$ cat config.mk
export PLATFORM = sky130hd
export DESIGN_NAME = mem_block_mover_flat
export DESIGN_NICKNAME = d
export VERILOG_FILES = /design/src/rtl/mem_block_mover_if.sv /design/src/rtl/mem_block_mover.sv /design/src/flat_wrapper.sv
export SDC_FILE = /design/constraint.sdc
export NUM_CORES = 1
export LEC_CHECK = 0
export CAP_MARGIN = 10
export CORE_UTILIZATION = 50
export DETAILED_ROUTE_END_ITERATION = 8
export PLACE_DENSITY = 0.85
export SYNTH_ARGS = -nofsm -noshare
export SYNTH_HDL_FRONTEND = slang
export SYNTH_SLANG_ARGS = --single-unit
$ cat constraint.sdc
create_clock -name CLK -period 3.5 [get_ports CLK]
set_input_delay 0.525 -clock CLK [delete_from_list [all_inputs] [get_ports CLK]]
set_output_delay 0.525 -clock CLK [all_outputs]
set_load 0.01 [all_outputs]
$ cat src/rtl/mem_block_mover_if.sv
// mem_block_mover_if
//   Bundles the command port (control unit side) and the data_memory port
//   of mem_block_mover.
//
//   Command handshake: Start is a one-cycle strobe that is taken only while
//   Busy is low. The operands (Fill, SrcAddr, DstAddr, Len, FillValue) are
//   captured on that same edge. Busy then stays high until the command
//   finishes or is aborted. Done pulses for one cycle on normal completion
//   only. Abort is honoured only while a transfer is in flight.
//
//   Memory port: a write happens on the rising clock edge when
//   MemWriteEnable is high. ReadData is a combinational function of Address.
//
//   Modports:
//     master - the engine (drives Address/WriteData/MemWriteEnable and status)
//     slave  - control unit plus data_memory (drives commands and ReadData)
interface mem_block_mover_if #(
  parameter int ADDR_WIDTH = 8,
  parameter int DATA_WIDTH = 8
);
  // command side
  logic                  Start;
  logic                  Fill;
  logic [ADDR_WIDTH-1:0] SrcAddr;
  logic [ADDR_WIDTH-1:0] DstAddr;
  logic [ADDR_WIDTH-1:0] Len;
  logic [DATA_WIDTH-1:0] FillValue;
  logic                  Abort;
  logic                  Busy;
  logic                  Done;
  logic [ADDR_WIDTH-1:0] Count;
  // data_memory side
  logic [ADDR_WIDTH-1:0] Address;
  logic [DATA_WIDTH-1:0] WriteData;
  logic                  MemWriteEnable;
  logic [DATA_WIDTH-1:0] ReadData;

  modport master (
    input  Start, Fill, SrcAddr, DstAddr, Len, FillValue, Abort, ReadData,
    output Address, WriteData, MemWriteEnable, Busy, Done, Count
  );

  modport slave (
    output Start, Fill, SrcAddr, DstAddr, Len, FillValue, Abort, ReadData,
    input  Address, WriteData, MemWriteEnable, Busy, Done, Count
  );
endinterface

$ cat src/rtl/mem_block_mover.sv
// mem_block_mover
//   Block copy / fill engine for the data_memory port. Each command either
//   copies Len bytes from SrcAddr to DstAddr (READ then WRITE per byte) or
//   fills Len bytes at DstAddr with FillValue (one WRITE per byte).
//   Addresses wrap modulo 2^ADDR_WIDTH. Copies run in ascending order, so an
//   overlapping destination above the source propagates bytes forward.
//
//   Ports:
//     CLK, RST  - clock and asynchronous active-high reset
//     bus       - mem_block_mover_if.master (command + data_memory port)
//     DbgState  - current FSM state (IDLE=0, READ=1, WRITE=2, DONE=3)
module mem_block_mover #(
  parameter int ADDR_WIDTH = 8,
  parameter int DATA_WIDTH = 8
) (
  input  logic              CLK,
  input  logic              RST,
  mem_block_mover_if.master bus,
  output logic [1:0]        DbgState
);

  localparam logic [1:0] IDLE  = 2'd0;
  localparam logic [1:0] READ  = 2'd1;
  localparam logic [1:0] WRITE = 2'd2;
  localparam logic [1:0] DONE  = 2'd3;

  logic [1:0]            state;
  logic                  fillMode;
  logic [ADDR_WIDTH-1:0] srcBase;
  logic [ADDR_WIDTH-1:0] dstBase;
  logic [ADDR_WIDTH-1:0] lenReg;
  logic [DATA_WIDTH-1:0] fillValue;
  logic [DATA_WIDTH-1:0] dataBuf;
  // Bytes written so far. It doubles as the byte index, because both are
  // cleared on Start and advance together on every WRITE edge.
  logic [ADDR_WIDTH-1:0] count;
  logic [ADDR_WIDTH-1:0] countNext;

  assign countNext = count + ADDR_WIDTH'(1);

  always_ff @(posedge CLK or posedge RST) begin
    if (RST) begin
      state     <= IDLE;
      fillMode  <= 1'b0;
      srcBase   <= '0;
      dstBase   <= '0;
      lenReg    <= '0;
      fillValue <= '0;
      dataBuf   <= '0;
      count     <= '0;
    end else begin
      case (state)
        IDLE: begin
          if (bus.Start) begin
            fillMode  <= bus.Fill;
            srcBase   <= bus.SrcAddr;
            dstBase   <= bus.DstAddr;
            lenReg    <= bus.Len;
            fillValue <= bus.FillValue;
            count     <= '0;
            if (bus.Len == '0) begin
              state <= DONE;
            end else if (bus.Fill) begin
              state <= WRITE;
            end else begin
              state <= READ;
            end
          end
        end
        READ: begin
          if (bus.Abort) begin
            state <= IDLE;
          end else begin
            dataBuf <= bus.ReadData;
            state   <= WRITE;
          end
        end
        WRITE: begin
          // The byte presented this cycle is written on this edge even when
          // aborting, so it is always counted.
          count <= countNext;
          if (bus.Abort) begin
            state <= IDLE;
          end else if (countNext == lenReg) begin
            state <= DONE;
          end else if (fillMode) begin
            state <= WRITE;
          end else begin
            state <= READ;
          end
        end
        default: begin
          state <= IDLE;
        end
      endcase
    end
  end

  // Memory port decoded from state and registers only. Because state resets
  // asynchronously, MemWriteEnable drops as soon as RST rises, which
  // suppresses a write that is in progress.
  always_comb begin
    bus.Address        = '0;
    bus.WriteData      = '0;
    bus.MemWriteEnable = 1'b0;
    case (state)
      READ: begin
        bus.Address = srcBase + count;
      end
      WRITE: begin
        bus.Address        = dstBase + count;
        bus.WriteData      = fillMode ? fillValue : dataBuf;
        bus.MemWriteEnable = 1'b1;
      end
      default: begin
      end
    endcase
  end

  assign bus.Busy  = (state != IDLE);
  assign bus.Done  = (state == DONE);
  assign bus.Count = count;
  assign DbgState  = state;

endmodule
$ cat src/flat_wrapper.sv
// flat-port wrapper written by rule: the top's interface ports become plain ports
module mem_block_mover_flat 
#(
  parameter int ADDR_WIDTH = 8,
  parameter int DATA_WIDTH = 8
)
  (CLK, RST, DbgState, bus_Start, bus_Fill, bus_SrcAddr, bus_DstAddr, bus_Len, bus_FillValue, bus_Abort, bus_ReadData, bus_Address, bus_WriteData, bus_MemWriteEnable, bus_Busy, bus_Done, bus_Count);
  mem_block_mover_if #(.ADDR_WIDTH(ADDR_WIDTH), .DATA_WIDTH(DATA_WIDTH)) bus_i ();
  input  logic CLK;
  input  logic RST;
  output logic [1:0] DbgState;
  input wire logic [$bits(bus_i.Start)-1:0] bus_Start;
  input wire logic [$bits(bus_i.Fill)-1:0] bus_Fill;
  input wire logic [$bits(bus_i.SrcAddr)-1:0] bus_SrcAddr;
  input wire logic [$bits(bus_i.DstAddr)-1:0] bus_DstAddr;
  input wire logic [$bits(bus_i.Len)-1:0] bus_Len;
  input wire logic [$bits(bus_i.FillValue)-1:0] bus_FillValue;
  input wire logic [$bits(bus_i.Abort)-1:0] bus_Abort;
  input wire logic [$bits(bus_i.ReadData)-1:0] bus_ReadData;
  output wire logic [$bits(bus_i.Address)-1:0] bus_Address;
  output wire logic [$bits(bus_i.WriteData)-1:0] bus_WriteData;
  output wire logic [$bits(bus_i.MemWriteEnable)-1:0] bus_MemWriteEnable;
  output wire logic [$bits(bus_i.Busy)-1:0] bus_Busy;
  output wire logic [$bits(bus_i.Done)-1:0] bus_Done;
  output wire logic [$bits(bus_i.Count)-1:0] bus_Count;
  assign bus_i.Start = bus_Start;
  assign bus_i.Fill = bus_Fill;
  assign bus_i.SrcAddr = bus_SrcAddr;
  assign bus_i.DstAddr = bus_DstAddr;
  assign bus_i.Len = bus_Len;
  assign bus_i.FillValue = bus_FillValue;
  assign bus_i.Abort = bus_Abort;
  assign bus_i.ReadData = bus_ReadData;
  assign bus_Address = bus_i.Address;
  assign bus_WriteData = bus_i.WriteData;
  assign bus_MemWriteEnable = bus_i.MemWriteEnable;
  assign bus_Busy = bus_i.Busy;
  assign bus_Done = bus_i.Done;
  assign bus_Count = bus_i.Count;
  mem_block_mover #(.ADDR_WIDTH(ADDR_WIDTH), .DATA_WIDTH(DATA_WIDTH)) u_core (.CLK(CLK), .RST(RST), .bus(bus_i), .DbgState(DbgState));
endmodule
==> results by group <==
Outcome
  • Status: finished, final reports clean

Critical path
  • Critical Path Fanout Max: 5
  • WP data required: approximately 3.0 ns
  • Reg-to-Reg Start: u_core.DbgState[1]
  • Critical Path Source: u_core.DbgState[0]
  • CP arrival: ~2.9 ns
  • R2r endpoint: u_core.lenReg[3]
  • Setup CP Type: register to primary output
  • Flop-to-flop setup slack: around 1.4 ns
  • Worst Setup Start Kind: register
  • Worst setup EP type: primary output
  • Worst R2R Path Depth: 6

Global routing
  • Antenna violations before repair: 0
  • Vias in the first global route: 2214
  • GRT Overall Usage: 21.0%
  • Largest net degree at the start of global routing: 52
  • Grt total ovfl: 0
  • First-pass GRT wire length: around 10000 µm

Logic synthesis
  • Mapped Cells: 263
  • Synthesized flop and latch total: a little over 50
  • Synth warn: 0
  • Distinct cells, synth: between 40 and 50
  • EDFF count, synth: 0
  • Syn Area/Cell: around 11 µm²
  • Post-synthesis cell area: 0.00299 mm²
  • Register area share after synthesis: about 43%
  • Mapped Nets: between 300 and 400
  • Main synth FF type: dfrtp_1
  • Asr flop ratio synth: between 90% and 100%

Die
  • Die area: roughly 0.0063 mm²
  • Die height: between 70 and 80 µm
  • Initial core utilization: a little over half
  • DIE WIDTH: a little under 80 µm
  • Top-level I/O count: 74
  • Rows: 27
  • Core ar.: between 0.005 and 0.006 mm²

Clocking
  • Worst-skew pair later-pin latency: around 0.31 ns
  • Hold-fix buffers at CTS: 0
  • CTS Buffer Depth: 2
  • CTS Sinks: between 50 and 60
  • Clk slew on worst S/H paths: around 0.10 ns
  • H-tree depth: 2
  • TritonCTS clock tree: yes
  • Clock root buffer: clkbuf_8
  • Cts bufs inserted: 5

Drt
  • 1st-pass router iterations: 4
  • Vias/cell: 5.37
  • Post-route ant nets: 0
  • WL/cell: 15.4 µm
  • Routed via count: roughly 2200
  • # DRC: 0
  • DRT Wirelength: between 6000 and 7000 µm
  • Initial DRC Count: 89

Power and ir drop
  • Lkg Pwr: ~0.0017 µW
  • Total chip power: 3110 µW
  • Worst vdd ir: between 0.0004 and 0.0005 V
  • PD cells: 792 mW/mm²

Final layout
  • Commonest cells after routing, fill and taps aside: clkdlybuf4s50_1, dfrtp_1, mux2_2
  • Finished Cell Area: ~0.0039 mm²
  • Area of the multi-input gates: between 0.0015 and 0.002 mm²
  • Layout area overhead: 31.6%
  • N_diodes: 0
  • Share of cells above drive strength 1: between 20 and 25%
  • Nets: 397
  • Filler cells: roughly 430
  • Register area: about 0.0013 mm²
  • Leading cell type in the layout, fill and taps excluded: clkdlybuf4s50_1

Hold path
  • WHS Endpoint: u_core.dstBase[3]
  • Hold depth: 1
  • Hold crit path type: register to register
  • Hold Crit Start: u_core.dstBase[3]

Placed design
  • Dpl hpwl: ~4800 µm
  • I/O Buffers: 73
  • Routability cong.: around 0.88
  • DP Area: around 0.0038 mm²

Timing
  • Tcrit/Tclk final: 96.3%
  • Slew margin rel.: 29.0%
  • Tightest Pin Transition: 1.06 ns
  • Worst Skew: 0.00612 ns
  • Tmin final: ~3.4 ns
  • Fmax: 0.297 GHz
  • Fin. Hold Viols: 0
  • Slew Viols, Final: 0
  • Setup-failing EPs final: 0
  • Unrepaired setup endpoints after global routing: no

Job
  • Max_cap viols: 0
==> how the worst max path moves through the flow <==
stage,endpoint,slack [ns],depth (start not counted)
5_1_grt,bus_Address[6],0.0005,13
3_5_place_dp,bus_Address[6],-0.03,13
3_3_place_gp,bus_Address[7],0.11,11
6_report,bus_Address[6],0.13,13
4_1_cts,bus_Address[6],0.007,13
2_1_floorplan,bus_Address[6],0.09,12
==> metrics by stage <==
stage / hold WS (ns) / std cells / utilization (%) / TNS (ns) / worst slack [ns]
floorplan: 0.474 / 263 / - / 0 / 0.0950
global placement: 0.487 / 403 / 67.2 / 0 / 0.112
detailed placement: 0.493 / 403 / 67.2 / -0.0278 / -0.0278
CTS: 0.516 / 411 / 69.4 / 0 / 0.00703
global route: 0.523 / 412 / 69.7 / 0 / 0.000540
finish: 0.511 / 412 / 69.7 / 0 / 0.129
==> per-layer routing <==
| metal | wire (µm) | part of all wire, % | vias up | track usage, % |
|---|---|---|---|---|
| met5 | 0 | 0 | - | 0 |
| met4 | 58 | 0.91 | 0 | 4.91 |
| met3 | 305 | 4.8 | 5 | 3.91 |
| met2 | 3250 | 51 | 55 | 38.2 |
| met1 | 2750 | 43 | 1076 | 25.5 |
| li1 | - | - | 1078 | - |
==> report_power, final <==
part           internal (µW)  switching (µW)
Clock                    213             198
Sequential               852             182
Combinational            946             723
==> cell type report <==
type | count | share of cell area (%)
Timing Repair Buffer | 81 | 20.1
Tap cell | 72 | 2.29
Inverter | 13 | 1.24
Clock inverter | 3 | 1.11
Sequential cell | 51 | 32.5
Multi-Input combinational cell | 187 | 41.0
Clock buffer | 5 | 1.75
==> repair_timing <==
item / 4_1_cts / 5_1_grt
gates cloned: 0 / 0
endpoints found under the setup margin: 4 / 4
buffers inserted: 0 / 1
resized for setup: 8 / 7
pin swaps: 1 / 1
==> state kept, by name (all words and copies together) (netlist names) <==
name / count
u_core.DbgState: 2
u_core.bus.Count: 8
u_core.dataBuf: 8
u_core.dstBase: 8
u_core.fillMode: 1
u_core.fillValue: 8
u_core.lenReg: 8
u_core.srcBase: 8
==> critical path, cell delays in order (launching register included) <==
cell and delay [ns]:
dfrtp_1 0.40, inv_2 0.08, ha_4 0.16, mux2_2 0.33
ha_1 0.19, inv_1 0.08, fa_1 0.21, nor2b_2 0.06
o21ai_0 0.18, nand2b_1 0.12, a21o_1 0.21, a21oi_2 0.17
mux2i_1 0.20, clkbuf_2 0.15
==> Yosys cell counts, types with 6 or more instances <==
cell / number / area share, %
ha_1: 12 / 5.0
mux2_2: 48 / 18
a22o_1: 6 / 1.8
nand2_1: 15 / 1.9
inv_1: 13 / 1.6
nand3_1: 6 / 1.0
xnor2_1: 12 / 3.5
mux2i_1: 13 / 4.4
nor2b_1: 13 / 2.7
o21ai_0: 8 / 1.3
a21oi_1: 6 / 1.0
dfrtp_1: 51 / 43
==> kinds of logic after synthesis <==
logic type | after synthesis | share of synthesized area (%)
muxes | 61 | 22.5
and+or+nand+nor | 61 | 11.6
DFF | 51 | 42.7
AOI/OAI and AO/OA | 37 | 9.05
buffers and inverters | 25 | 4.02
xor gates and xnor gates | 15 | 4.40
adders and majority gates | 13 | 5.70
No activity file was read; power rests on OpenSTA's default activity.
==> variant, RTL diff (config.mk and constraints unchanged) <==
`DATA_WIDTH` is set to 8 in 3 places; all go to 9.
--- a/src/rtl/mem_block_mover_if.sv
+++ b/src/rtl/mem_block_mover_if.sv
@@ -18,3 +18,3 @@
   parameter int ADDR_WIDTH = 8,
-  parameter int DATA_WIDTH = 8
+  parameter int DATA_WIDTH = 9
 );
--- a/src/rtl/mem_block_mover.sv
+++ b/src/rtl/mem_block_mover.sv
@@ -13,3 +13,3 @@
   parameter int ADDR_WIDTH = 8,
-  parameter int DATA_WIDTH = 8
+  parameter int DATA_WIDTH = 9
 ) (
--- a/src/flat_wrapper.sv
+++ b/src/flat_wrapper.sv
@@ -4,3 +4,3 @@
   parameter int ADDR_WIDTH = 8,
-  parameter int DATA_WIDTH = 8
+  parameter int DATA_WIDTH = 9
 )
Interface: changed (resized bus_FillValue, bus_ReadData and bus_WriteData); port bits go from 74 to 77. No check against the original RTL was run, so the function may have changed too.
==> variant against the original RTL <==
- worst hold slack better by 0.0039 ns
- total power rose by 7.3%
- final area grew 3.9%
- clock skew increased by 0.00096 ns
- sequential cell count increased by 2
- setup slack worse by 0.020 ns
- fmax down 0.59%
- first-iteration DRC count grew 30%
- synthesized area up 2.4%
- wire length up 7.1%
==> variant: results <==
run_status:
  status: "finished clean"
worst_setup_path:
  r2r_slack_ns: 1.43
  r2r-end: "u_core.DbgState[1]$_DFFE_PP0P_"
  cp-startpoint: "u_core.DbgState[0]$_DFFE_PP0P_"
  cp.arrival_ns: 2.87
  worst-r2r-cell-count: 8
  cp_max_fo: 4
global_route:
  grtUsageMet2: 0.379
  grt_max_degree: 54
  globalRouteMet3Util: 0.0580
  grtUsageMet1: 0.275
  grt_use_total: 0.223
yosys:
  synth-seq-area-share: 0.434
  syn_nets: 333
  avgSynthCellArea_um2: 11.2
  synth.distinct_cells: 50
  synth_area_leaders: "dfrtp_1, mux2_2, ha_1"
  synth_common_cells: "dfrtp_1, mux2_2, inv_1, nor2b_1"
power_and_ir_drop:
  ir_drop_uv: 508
  power_leakage_nw: 1.77
  intPower_mw: 2.13
placed_design:
  placedCellCount: 417
  gp_congestion: 0.819
  place_area_mm2: 0.00390
  io_buffers: 76
  dp_slack_ns: 0.00407
sta:
  finClkSkew_ns: 0.00708
  worstMarginPinSlew_ns: 0.909
  whs_ns: 0.515
  period_needed_ns: 3.39
route:
  avgRoutedWirePerCell_um: 15.9
  drtIter0Drc: 116
  via_per_inst: 5.55
cells_and_area:
  fill_cells: 461
  drive_above_1_share: 0.227
hold_path:
  hold_start: "u_core.fillValue[0]$_DFFE_PP0P_"
variant: worst max-delay path: stages (launching register included):
cell and delay [ns]:
dfrtp_1 0.40, inv_2 0.08, ha_4 0.15, mux2_2 0.33
ha_1 0.20, inv_1 0.07, fa_1 0.17, nor2b_1 0.06
o21ai_1 0.23, a21boi_2 0.12, or3_1 0.36, nand3_1 0.09
dlygate4sd2_1 0.27
variant: final cells by class:
class / instances / area share
clock buffers: 5 / 0.0169
clock inverters: 3 / 0.0123
inverters: 13 / 0.0120
multi-input cells: 193 / 0.402
flip-flops and latches: 53 / 0.325
well taps: 75 / 0.0230
repair buffers: 86 / 0.208
variant: cells by family after synthesis:
logic type	after synthesis	share of synthesized area
AND/OR/NAND/NOR	69	0.130
XOR/XNOR	11	0.0315
adder cells (fa/ha/maj)	13	0.0556
AO/OA/AOI/OAI	39	0.0928
buffers and inverters	27	0.0364
multiplexers	61	0.220
flip-flops	53	0.434
variant: power by group through the flow:
stage / logic (mW) / registers [mW] / clock network (mW)
2_1_floorplan: 1.18 / 1.04 / 0
4_1_cts: 1.80 / 1.09 / 0.447
6_report: 1.81 / 1.09 / 0.437
3_5_place_dp: 1.80 / 1.10 / 0
3_3_place_gp: 1.75 / 1.09 / 0
5_1_grt: 1.97 / 1.13 / 0.469
variant: routing by layer:
metal	vias up	wire, um
li1	1140	-
met1	1136	2810
met2	88	3370
met3	13	505
met4	0	127
met5	-	0
variant: repair_timing:
item / 4_1_cts / 5_1_grt
resized for setup: 8 / 6
buffers inserted: 0 / 2
pin swaps: 0 / 0
setup endpoints to repair: 5 / 5
